$ cat src/rtl/wbs_host_master.sv
// wbs_host_master
// Wishbone classic-cycle initiator fed by a simple command/response port.
// A narrow command issues one 32-bit beat; a wide command issues two beats
// (lower word at the 8-byte aligned address, upper word at +4) separated by
// a one-cycle strobe gap so the slave's ack can drop between beats.
// Each beat is guarded by an ack timeout so a dead slave produces an error
// response instead of a hang.
//
// Ports:
//   wb_clk_i, wb_rst_i     clock, synchronous active-high reset
//   cmd_valid/cmd_ready    command handshake (accept when both high at posedge)
//   cmd_we, cmd_wide       write enable, 64-bit (two-beat) select
//   cmd_adr, cmd_wdata     byte address, write data (narrow uses [31:0])
//   rsp_valid              one-cycle completion pulse
//   rsp_err                1 = beat timed out
//   rsp_rdata              read data (missing words are zero)
//   wbm_*                  Wishbone classic master signals
module wbs_host_master #(
  parameter int TIMEOUT_CYCLES = 255,
  parameter int TO_W           = 16
) (
  input  logic        wb_clk_i,
  input  logic        wb_rst_i,
  input  logic        cmd_valid,
  output logic        cmd_ready,
  input  logic        cmd_we,
  input  logic        cmd_wide,
  input  logic [31:0] cmd_adr,
  input  logic [63:0] cmd_wdata,
  output logic        rsp_valid,
  output logic        rsp_err,
  output logic [63:0] rsp_rdata,
  output logic        wbm_cyc_o,
  output logic        wbm_stb_o,
  output logic        wbm_we_o,
  output logic [3:0]  wbm_sel_o,
  output logic [31:0] wbm_adr_o,
  output logic [31:0] wbm_dat_o,
  input  logic        wbm_ack_i,
  input  logic [31:0] wbm_dat_i
);

  // Last counter value before the abort fires: the counter starts at zero in
  // the first strobe cycle, so reaching TIMEOUT_CYCLES-1 without ack means
  // the strobe has been high for exactly TIMEOUT_CYCLES cycles.
  localparam logic [TO_W-1:0] TO_LAST = TO_W'(TIMEOUT_CYCLES - 1);

  typedef enum logic [2:0] {IDLE, LO, GAP, HI, RESP} state_t;

  state_t state_reg, state_next;

  // Latched command
  logic            wide_reg, wide_next;
  logic [31:0]     adr_reg, adr_next;
  logic [31:0]     wdata_hi_reg, wdata_hi_next;
  logic [TO_W-1:0] to_cnt_reg, to_cnt_next;

  // Registered outputs
  logic        cmd_ready_reg, cmd_ready_next;
  logic        rsp_valid_reg, rsp_valid_next;
  logic        rsp_err_reg, rsp_err_next;
  logic [63:0] rsp_rdata_reg, rsp_rdata_next;
  logic        cyc_reg, cyc_next;
  logic        stb_reg, stb_next;
  logic        we_reg, we_next;
  logic [3:0]  sel_reg, sel_next;
  logic [31:0] wbm_adr_reg, wbm_adr_next;
  logic [31:0] wbm_dat_reg, wbm_dat_next;

  logic        finish;
  logic        timeout;
  logic [31:0] lo_adr;

  // Narrow beats align to 4 bytes, wide transfers to 8 bytes.
  assign lo_adr = cmd_adr & (cmd_wide ? 32'hFFFF_FFF8 : 32'hFFFF_FFFC);

  always_comb begin
    state_next     = state_reg;
    wide_next      = wide_reg;
    adr_next       = adr_reg;
    wdata_hi_next  = wdata_hi_reg;
    to_cnt_next    = to_cnt_reg;
    rsp_valid_next = 1'b0;
    rsp_err_next   = 1'b0;
    rsp_rdata_next = rsp_rdata_reg;
    cyc_next       = cyc_reg;
    stb_next       = stb_reg;
    we_next        = we_reg;
    sel_next       = sel_reg;
    wbm_adr_next   = wbm_adr_reg;
    wbm_dat_next   = wbm_dat_reg;
    finish         = 1'b0;
    timeout        = 1'b0;

    unique case (state_reg)
      IDLE: begin
        if (cmd_valid && cmd_ready_reg) begin
          state_next     = LO;
          wide_next      = cmd_wide;
          adr_next       = lo_adr;
          wdata_hi_next  = cmd_wdata[63:32];
          to_cnt_next    = '0;
          rsp_rdata_next = '0;
          cyc_next       = 1'b1;
          stb_next       = 1'b1;
          we_next        = cmd_we;
          sel_next       = 4'hF;
          wbm_adr_next   = lo_adr;
          wbm_dat_next   = cmd_wdata[31:0];
        end
      end

      LO, HI: begin
        if (wbm_ack_i) begin
          // Ack beats the timeout even if both land in the same cycle.
          if (!we_reg) begin
            if (state_reg == LO) rsp_rdata_next[31:0]  = wbm_dat_i;
            else                 rsp_rdata_next[63:32] = wbm_dat_i;
          end
          if (state_reg == LO && wide_reg) begin
            state_next = GAP;
            stb_next   = 1'b0;
          end else begin
            finish = 1'b1;
          end
        end else if (to_cnt_reg == TO_LAST) begin
          finish  = 1'b1;
          timeout = 1'b1;
        end else begin
          to_cnt_next = to_cnt_reg + TO_W'(1);
        end
      end

      GAP: begin
        // Ack is not sampled here; strobe is low for one cycle.
        state_next   = HI;
        stb_next     = 1'b1;
        to_cnt_next  = '0;
        wbm_adr_next = adr_reg + 32'd4;
        wbm_dat_next = wdata_hi_reg;
      end

      RESP: begin
        state_next = IDLE;
      end

      default: begin
        state_next = IDLE;
      end
    endcase

    if (finish) begin
      state_next     = RESP;
      cyc_next       = 1'b0;
      stb_next       = 1'b0;
      we_next        = 1'b0;
      sel_next       = 4'h0;
      rsp_valid_next = 1'b1;
      rsp_err_next   = timeout;
    end

    cmd_ready_next = (state_next == IDLE);
  end

  always_ff @(posedge wb_clk_i) begin
    if (wb_rst_i) begin
      state_reg     <= IDLE;
      wide_reg      <= 1'b0;
      adr_reg       <= '0;
      wdata_hi_reg  <= '0;
      to_cnt_reg    <= '0;
      cmd_ready_reg <= 1'b1;
      rsp_valid_reg <= 1'b0;
      rsp_err_reg   <= 1'b0;
      rsp_rdata_reg <= '0;
      cyc_reg       <= 1'b0;
      stb_reg       <= 1'b0;
      we_reg        <= 1'b0;
      sel_reg       <= 4'h0;
      wbm_adr_reg   <= '0;
      wbm_dat_reg   <= '0;
    end else begin
      state_reg     <= state_next;
      wide_reg      <= wide_next;
      adr_reg       <= adr_next;
      wdata_hi_reg  <= wdata_hi_next;
      to_cnt_reg    <= to_cnt_next;
      cmd_ready_reg <= cmd_ready_next;
      rsp_valid_reg <= rsp_valid_next;
      rsp_err_reg   <= rsp_err_next;
      rsp_rdata_reg <= rsp_rdata_next;
      cyc_reg       <= cyc_next;
      stb_reg       <= stb_next;
      we_reg        <= we_next;
      sel_reg       <= sel_next;
      wbm_adr_reg   <= wbm_adr_next;
      wbm_dat_reg   <= wbm_dat_next;
    end
  end

  assign cmd_ready = cmd_ready_reg;
  assign rsp_valid = rsp_valid_reg;
  assign rsp_err   = rsp_err_reg;
  assign rsp_rdata = rsp_rdata_reg;
  assign wbm_cyc_o = cyc_reg;
  assign wbm_stb_o = stb_reg;
  assign wbm_we_o  = we_reg;
  assign wbm_sel_o = sel_reg;
  assign wbm_adr_o = wbm_adr_reg;
  assign wbm_dat_o = wbm_dat_reg;

endmodule

$ cat config.mk
export PLATFORM = sky130hd
export DESIGN_NAME = wbs_host_master
export DESIGN_NICKNAME = d
export VERILOG_FILES = /design/src/rtl/wbs_host_master.sv
export SDC_FILE = /design/constraint.sdc
export NUM_CORES = 1
export LEC_CHECK = 0
export ABC_CLOCK_PERIOD_IN_PS = 3300
export BUFFER_PORTS_ARGS = -buffer_cell sky130_fd_sc_hd__clkbuf_2
export CORE_ASPECT_RATIO = 1.5
export CORE_MARGIN = 3
export CORE_UTILIZATION = 55
export CTS_CLUSTER_DIAMETER = 120
export DETAILED_ROUTE_END_ITERATION = 10
export GPL_TIMING_DRIVEN = 0
export PLACE_DENSITY = 0.85
export SLEW_MARGIN = 20
export SYNTH_ARGS = -nofsm -noshare
export SYNTH_HDL_FRONTEND = slang
export SYNTH_SLANG_ARGS = --single-unit
$ cat constraint.sdc
create_clock -name wb_clk_i -period 3.3 [get_ports wb_clk_i]
set_input_delay 0.33 -clock wb_clk_i [delete_from_list [all_inputs] [get_ports wb_clk_i]]
set_output_delay 0.33 -clock wb_clk_i [all_outputs]
set_load 0.02 [all_outputs]
Word level (Yosys, flattened, before mapping)

Index checks and enable logic that the tools add are counted.

Word-level logic and storage cells: 78
Bits of input ports: 134
Bits in registers: 219
Output and inout bits: 138

Equality and inequality tests: 12
Mux-type cells: 29
$add $sub $neg: 2
Reduce and logical (&&, ||, !) cells: 16
Bitwise operators: 3

Operators with widths:

| kind                                            | number |
|---|---|
| two-way mux 64 bit                              | 3 |
| two-way mux 32 bit                              | 4 |
| one-hot mux 32 bit (2 select lines)             | 2 |
| one-hot mux 64 bit (2 select lines)             | 1 |
| two-way mux 16 bit                              | 3 |
| one-hot mux 16 bit (3 select lines)             | 1 |
| adder 32 x 3 -> 32 bit (second input constant)  | 1 |
| AND 32 bit                                      | 1 |
| adder 16 x 1 -> 16 bit (second input constant)  | 1 |
| == test 16 x 8 -> 1 bit (second input constant) | 1 |
| != test 2 bit (second input constant)           | 8 |
| two-way mux 3 bit                               | 5 |
| AND reduction 5 bit                             | 2 |
| one-hot mux 3 bit (3 select lines)              | 1 |
| two-way mux 1 bit                               | 8 |
| AND reduction 4 bit                             | 2 |
| == test 3 x 2 -> 1 bit (second input constant)  | 2 |
| logical NOT 3 bit                               | 2 |
| AND reduction 2 bit                             | 2 |
| nonzero test 2 bit                              | 2 |
| OR reduction 2 bit                              | 2 |
| OR reduction 4 bit                              | 1 |
| == test 3 x 1 -> 1 bit (second input constant)  | 1 |
| one-hot mux 1 bit (3 select lines)              | 1 |
| 3 further kinds                                 | 5 |

Depth between registers and ports, before layout

Gate-level depths: netlist of run 1.

Depth after elaboration: 7
Mapped depth: 8
Mapped depth without buffers: 7

Least setup slack after synthesis of run 1

No wires, ideal clock.

Path kind: reg-to-reg
Start: register to_cnt_reg[10]
End: register to_cnt_reg[4]
Buffers on the path: 0
Data arrival time: 1.712 ns
Data required time: 3.228 ns
Setup slack: 1.516 ns
Period minus slack after synthesis: 1.784 ns
Cell stages (with the launch flop): 6
Library setup time: 0.072 ns
Cell sequence: dfxtp_1 -> or4_4 -> nor4_4 -> a21oi_1 -> nand3_1 -> mux2i_1

Cells in the longest elaborated chain, start to end: 3

Ends and longest elaborated chain:

| item                          | line | text |
|---|---|---|
| from (decl)                   | 56   | `logic [TO_W-1:0] to_cnt_reg, to_cnt_next;` |
| from (signal assigned)        | 187  | `to_cnt_reg <= to_cnt_next;` |
| == test 16 x 8 -> 1 bit       | 126  | `end else if (to_cnt_reg == TO_LAST) begin` |
| != test 2 bit (no line)       | -    |  |
| AND reduction 4 bit (no line) | -    |  |

Every way passes these cells.
A chain may end at the register's enable or synchronous reset.

Worst setup path after layout of run 1

Start: register state_reg[2]
End: register wdata_hi_reg[14]

Cells in the longest elaborated chain, start to end: 2

Ends and longest elaborated chain:

| item                          | line | text |
|---|---|---|
| from (decl)                   | 50   | `state_t state_reg, state_next;` |
| from (signal assigned)        | 183  | `state_reg <= state_next;` |
| logical NOT 3 bit             | 95   | `unique case (state_reg)` |
| AND reduction 2 bit (no line) | -    |  |
| to (signal assigned)          | 186  | `wdata_hi_reg <= wdata_hi_next;` |
| to (decl)                     | 55   | `logic [31:0] wdata_hi_reg, wdata_hi_next;` |

Every way passes these cells.

==> flow_summary.yaml, run 1 <==
clock_tree:
  clk_pin_slew_worst_paths_ns: 0.06
  cts-htree-levels: 1
  ctsHoldBuffers: 0
  numClockSinks: 214
  cts_tree: "yes"
  cts.repair.resized: 0
  clk_latency_ns: 0.49
  cts_inserted_buffers: 21
  cts.path.max_buffers: 3
  clockRootBuffer: "clkbuf_16"
  cts_setup_buffers: 0
sta:
  max_freq_mhz: 405.6
  rsz0062_at_grt: "false"
  slew_headroom: 0.4499
  setup-violations-final: 0
  finClkSkew_ns: 0.01045
  fin_tns_setup_ns: 0
  post-route-min-period_ns: 2.465
  drv_slew: 0
  post-route-period-util: 0.7470
  hold_viol_final: 0
  worstMarginPinSlew_ns: 0.8251
global_routing:
  grt_pass1_vias: 9039
  grt_usage: 0.3143
  antenna_found_initial: 0
  grt_pass1_wl_mm: 43.85
  grt_max_degree: 17
  overflow: 0
synthesis:
  yosysSeqAreaShare: 0.4936
  async_flop_share: 0
  syn_area_um2: 8680
  syn_inst: 1056
  ys_warn_count: 0
  synth_top_area_frac: 0.4936
  yosysMostFrequentCell: "nand2_1"
  yosysTopAreaCell: "dfxtp_1"
  ys_dominant_reg_cell: "dfxtp_1"
  synth_edf_count: 0
  ys_top_cells_by_count: "nand2_1 (224), dfxtp_1 (214), a21oi_1 (191), nand3_1 (78), clkbuf_1 (59)"
  syn_avg_cell_area_um2: 8.219
  synthTopCellsByArea: "dfxtp_1 (49%), a21oi_1 (11%), nand2_1 (9.7%)"
  synth_seq_cells: 214
  yosysUniqueCellTypes: 51
die:
  die_area_um2: 17360
  start_util: 0.5681
  ios: 272
  fp.dieW_um: 108.6
  die_h_um: 159.9
  core_um2: 15280
  row_count: 55
critical_path:
  path_cells: "buf_2 -> nor4_4 -> buf_2 -> buf_1 -> nand2_1 -> a21oi_1"
  cpMaxStageDelayCell: "nor4_4"
  crit_family: "buffers and inverters"
  crit_top_cell: "buf_2"
  end_kind: "flop"
  start_kind: "flop"
  cp.buffers_inverters: 3
  path_class: "reg2reg"
  max_stage_delay_ns: 0.73
  cp_max_fo: 10
  required_ns: 3.71
  worstPathArrival_ns: 2.87
cells_and_area:
  final_nets: 1483
  n_antenna_cell: 0
  drive_gt1_frac: 0.2463
  largest_reg_flops: 64
  synthToLayoutAreaGrowth_pct: 26.70
  final_cell_area_um2: 11000
place:
  gp_congestion: 0.9307
  dp_hpwl_mm: 21.15
  placed_area_um2: 10260
  io_buffers: 266
drt:
  routedWlPerCell_um: 18.11
  num_vias: 8999
  drc: 0
  first_pass_iters: 7
  avgViaCountPerCell: 5.772
  wl_mm: 28.24
  ant_nets: 0
  drtIter0Drc: 658
power_and_ir_drop:
  power.leakage_uw: 0.004415
  power_density_nw_per_um2: 590.4
  irDropWorstVdd_mv: 0.4307
job:
  max-cap-violations: 0
run_status:
  status: "completed"
hold_path:
  holdCritPathClass: "in2reg"
-- metal layers --
metal | part of all wire | up-vias | GRT usage
met5 | 0 | - | 0
met1 | 0.35 | 4180 | 0.3295
met4 | 0.055 | 0 | 0.1631
met3 | 0.087 | 111 | 0.07683
met2 | 0.51 | 464 | 0.5667
li1 | - | 4244 | -
-- worst min-delay path, cell delays in order --
cell      delay, ns
clkbuf_2       0.08
nand2_1        0.04
a21oi_1        0.05
-- cell families (layout without fill, tap and decap cells) --
kind of cell	after synthesis	in the layout	share of synthesized area
AO/OA/AOI/OAI	272	272	0.1811
XOR/XNOR	37	37	0.03734
adder cells (fa/ha/maj)	3	3	0.004325
buffers and inverters	95	398	0.04598
flip-flops	214	214	0.4936
multiplexers	1	1	0.001153
other	1	2	0.0004320
AND/OR/NAND/NOR	433	433	0.2361
-- final cells by class --
type	count	area [µm²]
Inverter	4	15.01
Fill cell	1242	4280
Clock inverter	12	172.7
Timing Repair Buffer	266	1331
Buffer	91	384.1
Clock buffer	25	560.5
Tap cell	199	249.0
Multi-Input combinational cell	748	4000
Sequential cell	214	4284
-- per-stage QoR --
stage / hold WS, ns / cells / util / setup WS [ns] / total power (µW)
2_1_floorplan: 0.4360 / 1057 / - / 1.516 / 3552
3_3_place_gp: 0.4406 / 1522 / 0.6718 / 0.8905 / 3946
5_1_grt: 0.06786 / 1559 / 0.7198 / 0.7260 / 6717
6_report: 0.06806 / 1559 / 0.7198 / 0.8348 / 6493
4_1_cts: 0.05605 / 1559 / 0.7198 / 0.8630 / 6494
3_5_place_dp: 0.4456 / 1522 / 0.6718 / 0.8600 / 3971
-- final timing paths --
path	from	to	slack, ns	cells after the start
setup / recovery	state_reg[2]$_SDFF_PP0_	wdata_hi_reg[14]$_SDFFE_PP0P_	0.83	6
hold / removal	cmd_wdata[48]	wdata_hi_reg[16]$_SDFFE_PP0P_	0.07	3
setup reg to reg	state_reg[2]$_SDFF_PP0_	wdata_hi_reg[14]$_SDFFE_PP0P_	0.83	6
hold reg to reg	wdata_hi_reg[21]$_SDFFE_PP0P_	wdata_hi_reg[21]$_SDFFE_PP0P_	0.45	2
-- cell usage in the layout, fill, tap and decap left out, types with 12 or more instances in the layout --
cell       count
a22oi_1       37
nor2_1        29
dfxtp_1      214
xnor2_1       32
a221oi_1      15
clkbuf_2     267
a21oi_1      191
clkbuf_1      61
clkbuf_16     21
nor3_1        12
buf_2         15
nand2b_1      35
nand4_1       12
nand2_1      224
nand3_1       78
-- power by group --
part           internal, µW  leakage [µW]  switching (µW)  total, µW
clock network          1530      0.000345            1030       2560
registers              2750       0.00174             116       2870
logic                   350       0.00233             717       1070
total                  4630       0.00441            1860       6490
(Power assumes the default switching activity.)
==> inputs of run 2 (changes only) <==
--- a/config.mk
+++ b/config.mk
@@ -5,15 +5,16 @@
 export SDC_FILE = /design/constraint.sdc
 export NUM_CORES = 1
 export LEC_CHECK = 0
-export ABC_CLOCK_PERIOD_IN_PS = 3300
+export ABC_AREA = 1
+export ABC_CLOCK_PERIOD_IN_PS = 2400
 export BUFFER_PORTS_ARGS = -buffer_cell sky130_fd_sc_hd__clkbuf_2
 export CORE_ASPECT_RATIO = 1.5
 export CORE_MARGIN = 3
-export CORE_UTILIZATION = 55
+export CORE_UTILIZATION = 52
 export CTS_CLUSTER_DIAMETER = 120
 export DETAILED_ROUTE_END_ITERATION = 10
 export GPL_TIMING_DRIVEN = 0
-export PLACE_DENSITY = 0.85
+export PLACE_DENSITY = 0.8
 export SLEW_MARGIN = 20
 export SYNTH_ARGS = -nofsm -noshare
 export SYNTH_HDL_FRONTEND = slang
==> constraint.sdc (replaced) <==
create_clock -name wb_clk_i -period 2.4 [get_ports wb_clk_i]
set_input_delay 0.24 -clock wb_clk_i [delete_from_list [all_inputs] [get_ports wb_clk_i]]
set_output_delay 0.24 -clock wb_clk_i [all_outputs]
set_load 0.02 [all_outputs]
==> flow_summary.yaml, run 2 <==
drt:
  ant_nets: 0
  first_pass_iters: 5
  avgViaCountPerCell: 5.418
  drtIter0Drc: 831
  drc: 0
  routedWlPerCell_um: 16.41
  wl_mm: 31.04
  num_vias: 10250
synthesis:
  synth_edf_count: 0
  yosysTopAreaCell: "dfxtp_1"
  ys_dominant_reg_cell: "dfxtp_1"
  synth_seq_cells: 214
  syn_avg_cell_area_um2: 6.949
  yosysUniqueCellTypes: 34
  synth_top_family_by_area: "simple AND/OR/NAND/NOR gates"
  syn_area_um2: 9235
  yosysSeqAreaShare: 0.4639
  synth_xor_area_frac: 0.01233
  yosysMostFrequentCell: "nand2_1"
  syn_inst: 1329
  synth_fa_ha_area_frac: 0.004064
  synthTopCellsByArea: "dfxtp_1 (46%), nand2_1 (17%), a21oi_1 (8.5%)"
  ys_top_cells_by_count: "nand2_1 (413), dfxtp_1 (214), nor2_1 (178), a21oi_1 (157), inv_1 (77)"
  ys_warn_count: 0
  synth_top_area_frac: 0.4639
  synth_mux_area_frac: 0
  yosys.area_share.simple: 0.2810
  synth_compound_area_frac: 0.1639
  async_flop_share: 0
critical_path:
  r2r_cells: 10
  r2r_end: "wbm_adr_o[20]$_SDFFE_PP0P_"
  cp.buffers_inverters: 1
  path_cells: "ha_1 -> nand2_1 -> nor2_1 -> nand2_1 -> nor2_1 -> nand2_1 -> nor2_1 -> nor2_1 -> o21bai_1 -> inv_1"
  crit_top_cell: "nor2_1"
  end_kind: "flop"
  max_stage_delay_ns: 0.44
  cp_max_fo: 6
  start_kind: "flop"
  path_class: "reg2reg"
  r2r_setup_slack_ns: 0.24
  r2r-start: "adr_reg[2]$_SDFFE_PP0P_"
  crit_family: "simple AND/OR/NAND/NOR gates"
  cpMaxStageDelayCell: "dfxtp_1"
  worstPathArrival_ns: 2.54
  required_ns: 2.78
place:
  gp_congestion: 0.9744
  dp_hpwl_mm: 22.84
  io_buffers: 266
  placed_area_um2: 10840
  dp_slack_ns: 0.3003
sta:
  slew_headroom: 0.5599
  drv_slew: 0
  timing.hold.ws_ns: 0.01094
  worstMarginPinSlew_ns: 0.6602
  max_freq_mhz: 463.3
  finClkSkew_ns: 0.02371
  setup-violations-final: 0
  setup_slack_ns: 0.2415
  fin_tns_setup_ns: 0
  post-route-min-period_ns: 2.158
  post-route-period-util: 0.8994
  hold_viol_final: 0
  rsz0062_at_grt: "false"
die:
  die_h_um: 169.2
  ios: 272
  row_count: 59
  start_util: 0.5301
  fp.dieW_um: 114.8
  core_um2: 17420
  die_area_um2: 19430
cells_and_area:
  layout_commonest_cell: "nand2_1"
  n_antenna_cell: 0
  largest_reg_flops: 64
  final_nets: 1802
  layout_common_cells: "nand2_1 (413), clkbuf_2 (266), dfxtp_1 (214)"
  synthToLayoutAreaGrowth_pct: 29.70
  drive_gt1_frac: 0.2120
  final_cell_area_um2: 11980
clock_tree:
  cts_setup_buffers: 0
  cts_tree: "yes"
  numClockSinks: 214
  clk_latency_ns: 0.51
  clockRootBuffer: "clkbuf_16"
  cts_inserted_buffers: 21
  cts.path.max_buffers: 3
  cts-htree-levels: 1
  clk_pin_slew_worst_paths_ns: 0.06
hold_path:
  holdPathStages: 3
  hold_path_end: "adr_reg[22]$_SDFFE_PP0P_"
  hp-start: "cmd_adr[22]"
  holdCritPathClass: "in2reg"
global_routing:
  overflow: 0
  grt_max_degree: 15
  antenna_found_initial: 0
  grt_usage: 0.3076
  grt_pass1_vias: 10111
  grt_pass1_wl_mm: 48.31
run_status:
  status: "completed"
job:
  max-cap-violations: 0
power_and_ir_drop:
  power.leakage_uw: 0.005244
  power_density_nw_per_um2: 805.5
  irDropWorstVdd_mv: 0.7306
  p_total_uw: 9648
[run 2: per-stage QoR]
step | util | cells
6_report | 0.6875 | 1892
5_1_grt | 0.6875 | 1892
4_1_cts | 0.6875 | 1892
3_5_place_dp | 0.6220 | 1809
3_3_place_gp | 0.6220 | 1809
2_1_floorplan | - | 1330
[run 2: worst min-delay path: cells and delay by family]
kind	cells	cell delay [ns]
AOI/OAI and AO/OA	1	0.06
buffers and inverters	1	0.08
and+or+nand+nor	1	0.07
[run 2: power by group]
| group | internal [µW] | switching [µW] |
|---|---|---|
| Clock | 1910 | 1380 |
| Combinational | 724 | 1450 |
| Sequential | 3930 | 250 |
[run 2: layout make-up]
type | instances | area (µm²)
fillers | 1512 | 5444
flip-flops and latches | 214 | 4284
multi-input cells | 955 | 4268
repair buffers | 312 | 1792
clock buffers | 32 | 626.9
plain buffers | 79 | 379.1
inverters | 82 | 307.8
well taps | 213 | 266.5
clock inverters | 5 | 53.80
[run 2: cell families after synthesis]
kind of cell	after synthesis
AND/OR/NAND/NOR	654
AO/OA/AOI/OAI	283
flip-flops	214
buffers and inverters	161
XOR/XNOR	13
adder cells (fa/ha/maj)	3
other	1
[run 2: layer usage]
metal / track usage / wire length, µm
met1: 0.3258 / 11170
met2: 0.5561 / 15760
met3: 0.06778 / 2295
met4: 0.1701 / 1825
met5: 0 / 0
[run 2: worst max-delay path by stage]
| stage | start | endpoint | slack, ns | cells past startpoint |
|---|---|---|---|---|
| finish | adr_reg[2]$_SDFFE_PP0P_ | wbm_adr_o[20]$_SDFFE_PP0P_ | 0.24 | 10 |
| global route | adr_reg[2]$_SDFFE_PP0P_ | wbm_adr_o[20]$_SDFFE_PP0P_ | 0.13 | 10 |
| CTS | adr_reg[2]$_SDFFE_PP0P_ | wbm_adr_o[20]$_SDFFE_PP0P_ | 0.29 | 10 |
| detailed placement | adr_reg[2]$_SDFFE_PP0P_ | wbm_adr_o[20]$_SDFFE_PP0P_ | 0.30 | 10 |
| global placement | adr_reg[2]$_SDFFE_PP0P_ | wbm_adr_o[20]$_SDFFE_PP0P_ | 0.34 | 10 |
| floorplan | adr_reg[2]$_SDFFE_PP0P_ | wbm_adr_o[20]$_SDFFE_PP0P_ | 0.84 | 10 |
[run 2: repair_timing]
item,in CTS,in global routing
hold endpoints to repair,47,0
hold buffers,46,0
gates resized for setup,0,0
